### src/rtl/mem_arbiter_pkg.sv
// Shared definitions for the instruction-fetch / load-store memory arbiter:
// default widths, the starvation limit, FSM state and transaction owner encodings.
package mem_arbiter_pkg;

  localparam int ARB_ADDR_W    = 64;
  localparam int ARB_DATA_W    = 64;
  localparam int ARB_STRB_W    = ARB_DATA_W / 8;
  localparam int ARB_LS_STREAK = 4;

  typedef enum logic [1:0] {
    ARB_IDLE = 2'd0,
    ARB_REQ  = 2'd1,
    ARB_WAIT = 2'd2
  } arb_state_e;

  typedef enum logic {
    OWN_IF = 1'b0,
    OWN_LS = 1'b1
  } owner_e;

endpackage

### src/rtl/mem_arbiter.sv
// Shares one memory port between instruction fetch (IF) and load/store (LS).
// One transaction is outstanding at a time. LS normally has priority, but IF is
// forced through after LS_STREAK back-to-back LS grants while IF was waiting.
// The response is returned only to the requester that owns the transaction; an
// IF response can be discarded by a fetch redirect (if_flush).
module mem_arbiter
  import mem_arbiter_pkg::*;
#(
  parameter int ADDR_W    = ARB_ADDR_W,
  parameter int DATA_W    = ARB_DATA_W,
  parameter int LS_STREAK = ARB_LS_STREAK
) (
  input  logic                clk,
  input  logic                rst,

  input  logic                if_req_valid,
  output logic                if_req_ready,
  input  logic [ADDR_W-1:0]   if_addr,
  input  logic                if_flush,
  output logic                if_resp_valid,
  output logic [DATA_W-1:0]   if_rdata,

  input  logic                ls_req_valid,
  output logic                ls_req_ready,
  input  logic [ADDR_W-1:0]   ls_addr,
  input  logic                ls_wen,
  input  logic [DATA_W-1:0]   ls_wdata,
  input  logic [DATA_W/8-1:0] ls_wmask,
  output logic                ls_resp_valid,
  output logic [DATA_W-1:0]   ls_rdata,

  output logic                mem_req_valid,
  input  logic                mem_req_ready,
  output logic [ADDR_W-1:0]   mem_addr,
  output logic                mem_wen,
  output logic [DATA_W-1:0]   mem_wdata,
  output logic [DATA_W/8-1:0] mem_wmask,
  input  logic                mem_resp_valid,
  input  logic [DATA_W-1:0]   mem_rdata
);

  localparam int STRB_W   = DATA_W / 8;
  localparam int STREAK_W = $clog2(LS_STREAK + 1);
  localparam logic [STREAK_W-1:0] STREAK_MAX = STREAK_W'(LS_STREAK);

  arb_state_e            state;
  arb_state_e            state_next;
  owner_e                owner;
  logic                  drop;
  logic [STREAK_W-1:0]   streak;
  logic                  if_wins;
  logic                  ls_wins;
  logic                  if_hs;
  logic                  ls_hs;

  assign if_hs = if_req_valid && if_req_ready;
  assign ls_hs = ls_req_valid && ls_req_ready;

  // Pick the winner: LS first, unless IF has been starved for LS_STREAK grants.
  always_comb begin
    if_wins = 1'b0;
    ls_wins = 1'b0;
    if (if_req_valid && (!ls_req_valid || streak == STREAK_MAX)) begin
      if_wins = 1'b1;
    end else if (ls_req_valid) begin
      ls_wins = 1'b1;
    end
  end

  // FSM state register.
  always_ff @(posedge clk) begin
    if (rst) begin
      state <= ARB_IDLE;
    end else begin
      state <= state_next;
    end
  end

  // Next state plus the combinational readys and the memory request strobe.
  always_comb begin
    state_next    = state;
    if_req_ready  = 1'b0;
    ls_req_ready  = 1'b0;
    mem_req_valid = 1'b0;
    case (state)
      ARB_IDLE: begin
        if (!rst) begin
          if_req_ready = if_wins;
          ls_req_ready = ls_wins;
          if (if_wins || ls_wins) begin
            state_next = ARB_REQ;
          end
        end
      end
      ARB_REQ: begin
        mem_req_valid = 1'b1;
        if (mem_req_ready) begin
          state_next = ARB_WAIT;
        end
      end
      ARB_WAIT: begin
        if (mem_resp_valid) begin
          state_next = ARB_IDLE;
        end
      end
      default: begin
        state_next = ARB_IDLE;
      end
    endcase
  end

  // Latch the winning request so the memory port sees stable fields until accepted.
  always_ff @(posedge clk) begin
    if (rst) begin
      owner     <= OWN_IF;
      mem_addr  <= '0;
      mem_wen   <= 1'b0;
      mem_wdata <= '0;
      mem_wmask <= '0;
    end else if (if_hs) begin
      owner     <= OWN_IF;
      mem_addr  <= if_addr;
      mem_wen   <= 1'b0;
      mem_wdata <= '0;
      mem_wmask <= '0;
    end else if (ls_hs) begin
      owner     <= OWN_LS;
      mem_addr  <= ls_addr;
      mem_wen   <= ls_wen;
      mem_wdata <= ls_wdata;
      mem_wmask <= ls_wmask[STRB_W-1:0];
    end
  end

  // Count consecutive LS grants that made a waiting IF lose arbitration.
  always_ff @(posedge clk) begin
    if (rst) begin
      streak <= '0;
    end else if (if_hs) begin
      streak <= '0;
    end else if (ls_hs) begin
      if (!if_req_valid) begin
        streak <= '0;
      end else if (streak != STREAK_MAX) begin
        streak <= streak + STREAK_W'(1);
      end
    end
  end

  // Remember a fetch redirect that hit an in-flight IF transaction.
  always_ff @(posedge clk) begin
    if (rst) begin
      drop <= 1'b0;
    end else if (state == ARB_IDLE || (state == ARB_WAIT && mem_resp_valid)) begin
      drop <= 1'b0;
    end else if (owner == OWN_IF && if_flush) begin
      drop <= 1'b1;
    end
  end

  // Route the memory response to its owner as a one-cycle registered pulse.
  always_ff @(posedge clk) begin
    if (rst) begin
      if_resp_valid <= 1'b0;
      if_rdata      <= '0;
      ls_resp_valid <= 1'b0;
      ls_rdata      <= '0;
    end else begin
      if_resp_valid <= 1'b0;
      if_rdata      <= '0;
      ls_resp_valid <= 1'b0;
      ls_rdata      <= '0;
      if (state == ARB_WAIT && mem_resp_valid) begin
        if (owner == OWN_LS) begin
          ls_resp_valid <= 1'b1;
          ls_rdata      <= mem_wen ? '0 : mem_rdata;
        end else if (!drop && !if_flush) begin
          if_resp_valid <= 1'b1;
          if_rdata      <= mem_rdata;
        end
      end
    end
  end

endmodule
### config.mk
export PLATFORM = sky130hd
export DESIGN_NAME = mem_arbiter
export DESIGN_NICKNAME = d
export VERILOG_FILES = /design/src/rtl/mem_arbiter_pkg.sv /design/src/rtl/mem_arbiter.sv
export SDC_FILE = /design/constraint.sdc
export NUM_CORES = 1
export LEC_CHECK = 0
export ABC_AREA = 1
export CAP_MARGIN = 20
export CORE_AREA = 5 5 207 209
export CTS_CLUSTER_SIZE = 24
export DETAILED_ROUTE_END_ITERATION = 8
export DIE_AREA = 0 0 212 214
export SLEW_MARGIN = 20
export SYNTH_ARGS = -nofsm -noshare
export SYNTH_HDL_FRONTEND = slang
export SYNTH_SLANG_ARGS = --single-unit
### constraint.sdc
create_clock -name clk -period 1.6 [get_ports clk]
set_input_delay 0.48 -clock clk [delete_from_list [all_inputs] [get_ports clk]]
set_output_delay 0.48 -clock clk [all_outputs]
set_load 0.03 [all_outputs]
==> run metrics <==
status=complete, but fails checks; violated checks=negative setup slack; Min-Delay Path Class=reg -> reg; clk sink count=274; endpoint class of the critical path=output pin; Final Net Count=~2,400; Slew HR=77.0%; Clock Path Buffers=3; Final GP Congestion=roughly 0.85; first-pass GRT wire length=62.7 mm; Clk Latency, worst-skew pair=520 ps; cell row count=74; fin crit share=126%; leakage=between 9 and 10 nW; DIE AREA=45,400 sq um; post-synthesis sequential area ratio=51.1%; crit start category=register; unrepaired setup endpoints after global routing=true; Avg Inst Size Synth=7.01 sq um; CP peak stage delay=about 340 ps; pins over their slew limit=0; cts bufs inserted=34; wire length per cell after detailed routing=15.6 um; power share of the clock group=40.0%; Mapped Cells=1,529; FMAX=about 500 MHz; critical path's slowest cell=dfxtp_2; commonest non-fill, non-tap cell in the layout=nor2_1; Max Cap Viol=0; Final setup viols=120; final WL=41.7 mm; ANT nets after route=0; CP max FO=2; synth warn=0; Root Buffer=clkbuf_16; core box area=approximately 40,000 sq um; Power per Cell Area=1060 nW/um^2; Switch Pwr=~5.3 mW; remaining global-route overflow=0; Int Pwr=13.9 mW; initial core utilization=26.4%; gr usage total=17.5%; Comb pwr share=21.2%; Tmin final=2010 ps; share of cells above drive strength 1=about a fifth; clock slew at reported path FFs=60 ps; Post-DP Area=17,600 sq um; H-tree Lvls=2; critical path, cell by cell=inv_2, ha_4, nand3_4, nand2_4, nand2_8, clkinv_8, buf_8; share of power burned in registers=roughly two fifths; Yosys cell types=23; final worst slack=-414 ps; number of detailed-route iterations in the first pass=5; worst-margin pin slew=345 ps; DP HPWL=32.2 mm; Buffers on Ports=~540; Initial DRC Count=506; initial antenna violation count=12; DRC=0; Clock Skew=12.5 ps; switching share of power=27.7%; Syn Nets=between 1,500 and 2,000; pin count of the biggest net entering global routing=66; vias in the first global route=between 10,000 and 15,000; synthesized cell area=10,700 sq um; Hold Fails Final Rpt=0; kind of critical path=reg -> out; setup_tns=-12,260 ps; Via density=4.14; final instance area=18,100 sq um; CTS tree=built; Die Y=214 um; Pwr Total=19.2 mW; Critical Path RT=1120 ps; synthesis-to-finish area growth=68.5%; WP data arrival=around 1500 ps; io pins=about 540; most frequent cells in the layout=401 x nor2_1, 324 x inv_1, 271 x clkdlybuf4s50_1, 265 x dfxtp_1, 200 x nand2_1; total number of vias=11,100; post-synthesis register bit count=about 270; Die X=~210 um; setup slack after placement=-533 ps; worst vdd ir=0.000516 V
[power by group through the flow]
stage / Clock (mW) / Sequential (mW) / Combinational (mW)
floorplan: 0 / 8.21 / 1.31
global placement: 0 / 7.59 / 4.09
detailed placement: 0 / 7.61 / 4.13
CTS: 7.93 / 7.46 / 4.04
global route: 8.23 / 7.50 / 4.42
finish: 7.68 / 7.46 / 4.07
[routing by layer]
layer / GRT usage (%) / vias to the layer above / share of wire (%)
li1: - / 5595 / -
met1: 19.0 / 4978 / 37
met2: 30.7 / 415 / 50
met3: 6.95 / 75 / 10
met4: 6.03 / 6 / 3.0
met5: 0 / - / 0.086
[logic make-up after synthesis]
logic type / synth area share, %
xor gates and xnor gates: 0.0817
adders and majority gates: 0.233
AOI/OAI and AO/OA: 3.82
DFF: 51.1
and+or+nand+nor: 28.2
buffers and inverters: 16.5
[layout make-up]
cell class              count  area [sq um]
multi-input cells         836          3560
repair buffers            631          5950
inverters                 333          1260
flip-flops and latches    274          5500
diodes                      7          17.5
clock buffers              43           966
well taps                 532           666
clock inverters            15           158
fillers                  4102         22600
[synthesized netlist by cell type, drive strengths merged]
cell	count	area share, %
inv	333	12
clkbuf	17	0.60
buf	69	4.2
dfxtp	274	51
nor3	1	0.047
o21ai	75	3.5
nand3	133	6.4
nand2	207	7.3
o311ai	1	0.082
xnor2	1	0.082
nor2	410	14
a21oi	5	0.23
ha	2	0.23
nand3b	1	0.070
[flip-flops by register name, summed over array words and instances (netlist names)]
register / cells
owner: 1
ls_rdata: 64
ls_resp_valid: 1
mem_wmask: 8
state: 2
drop: 1
mem_wen: 1
mem_wdata: 64
mem_addr: 64
if_rdata: 64
streak: 3
if_resp_valid: 1
[stage by stage]
stage / hold slack, ps / utilization [%] / cells
after detailed placement: 471 / 43.3 / 2590
after global routing: 492 / 44.5 / 2671
after global placement: 461 / 43.3 / 2590
final: 474 / 44.5 / 2671
after CTS: 468 / 44.0 / 2660
after floorplan: 452 / - / 1529
[what timing repair did]
item | CTS | global route
setup buffers | 11 | 3
pin swaps | 4 | 5
setup endpoints to repair | 349 | 164
hold buffers | 0 | 0
resized for setup | 1117 | 49
hold endpoints to repair | 0 | 0
cloned | 1 | 1
[worst max-delay path, delay by kind of cell, from the launching register on]
kind / cells / cell delay (ps)
buf+inv: 3 / 230
simple gates: 3 / 280
flops: 1 / 340
fa+ha+maj: 1 / 160
[worst paths after layout]
check / from / endpoint / slack, ps / cells past startpoint
worst max-delay path: streak[0] / if_req_ready / -410 / 7
worst max register to register: streak[0] / mem_wdata[63] / -170 / 11
worst min-delay path: mem_wdata[26] / mem_wdata[26] / 470 / 2
worst min register to register: mem_wdata[26] / mem_wdata[26] / 470 / 2
No activity file was read; power rests on OpenSTA's default activity.
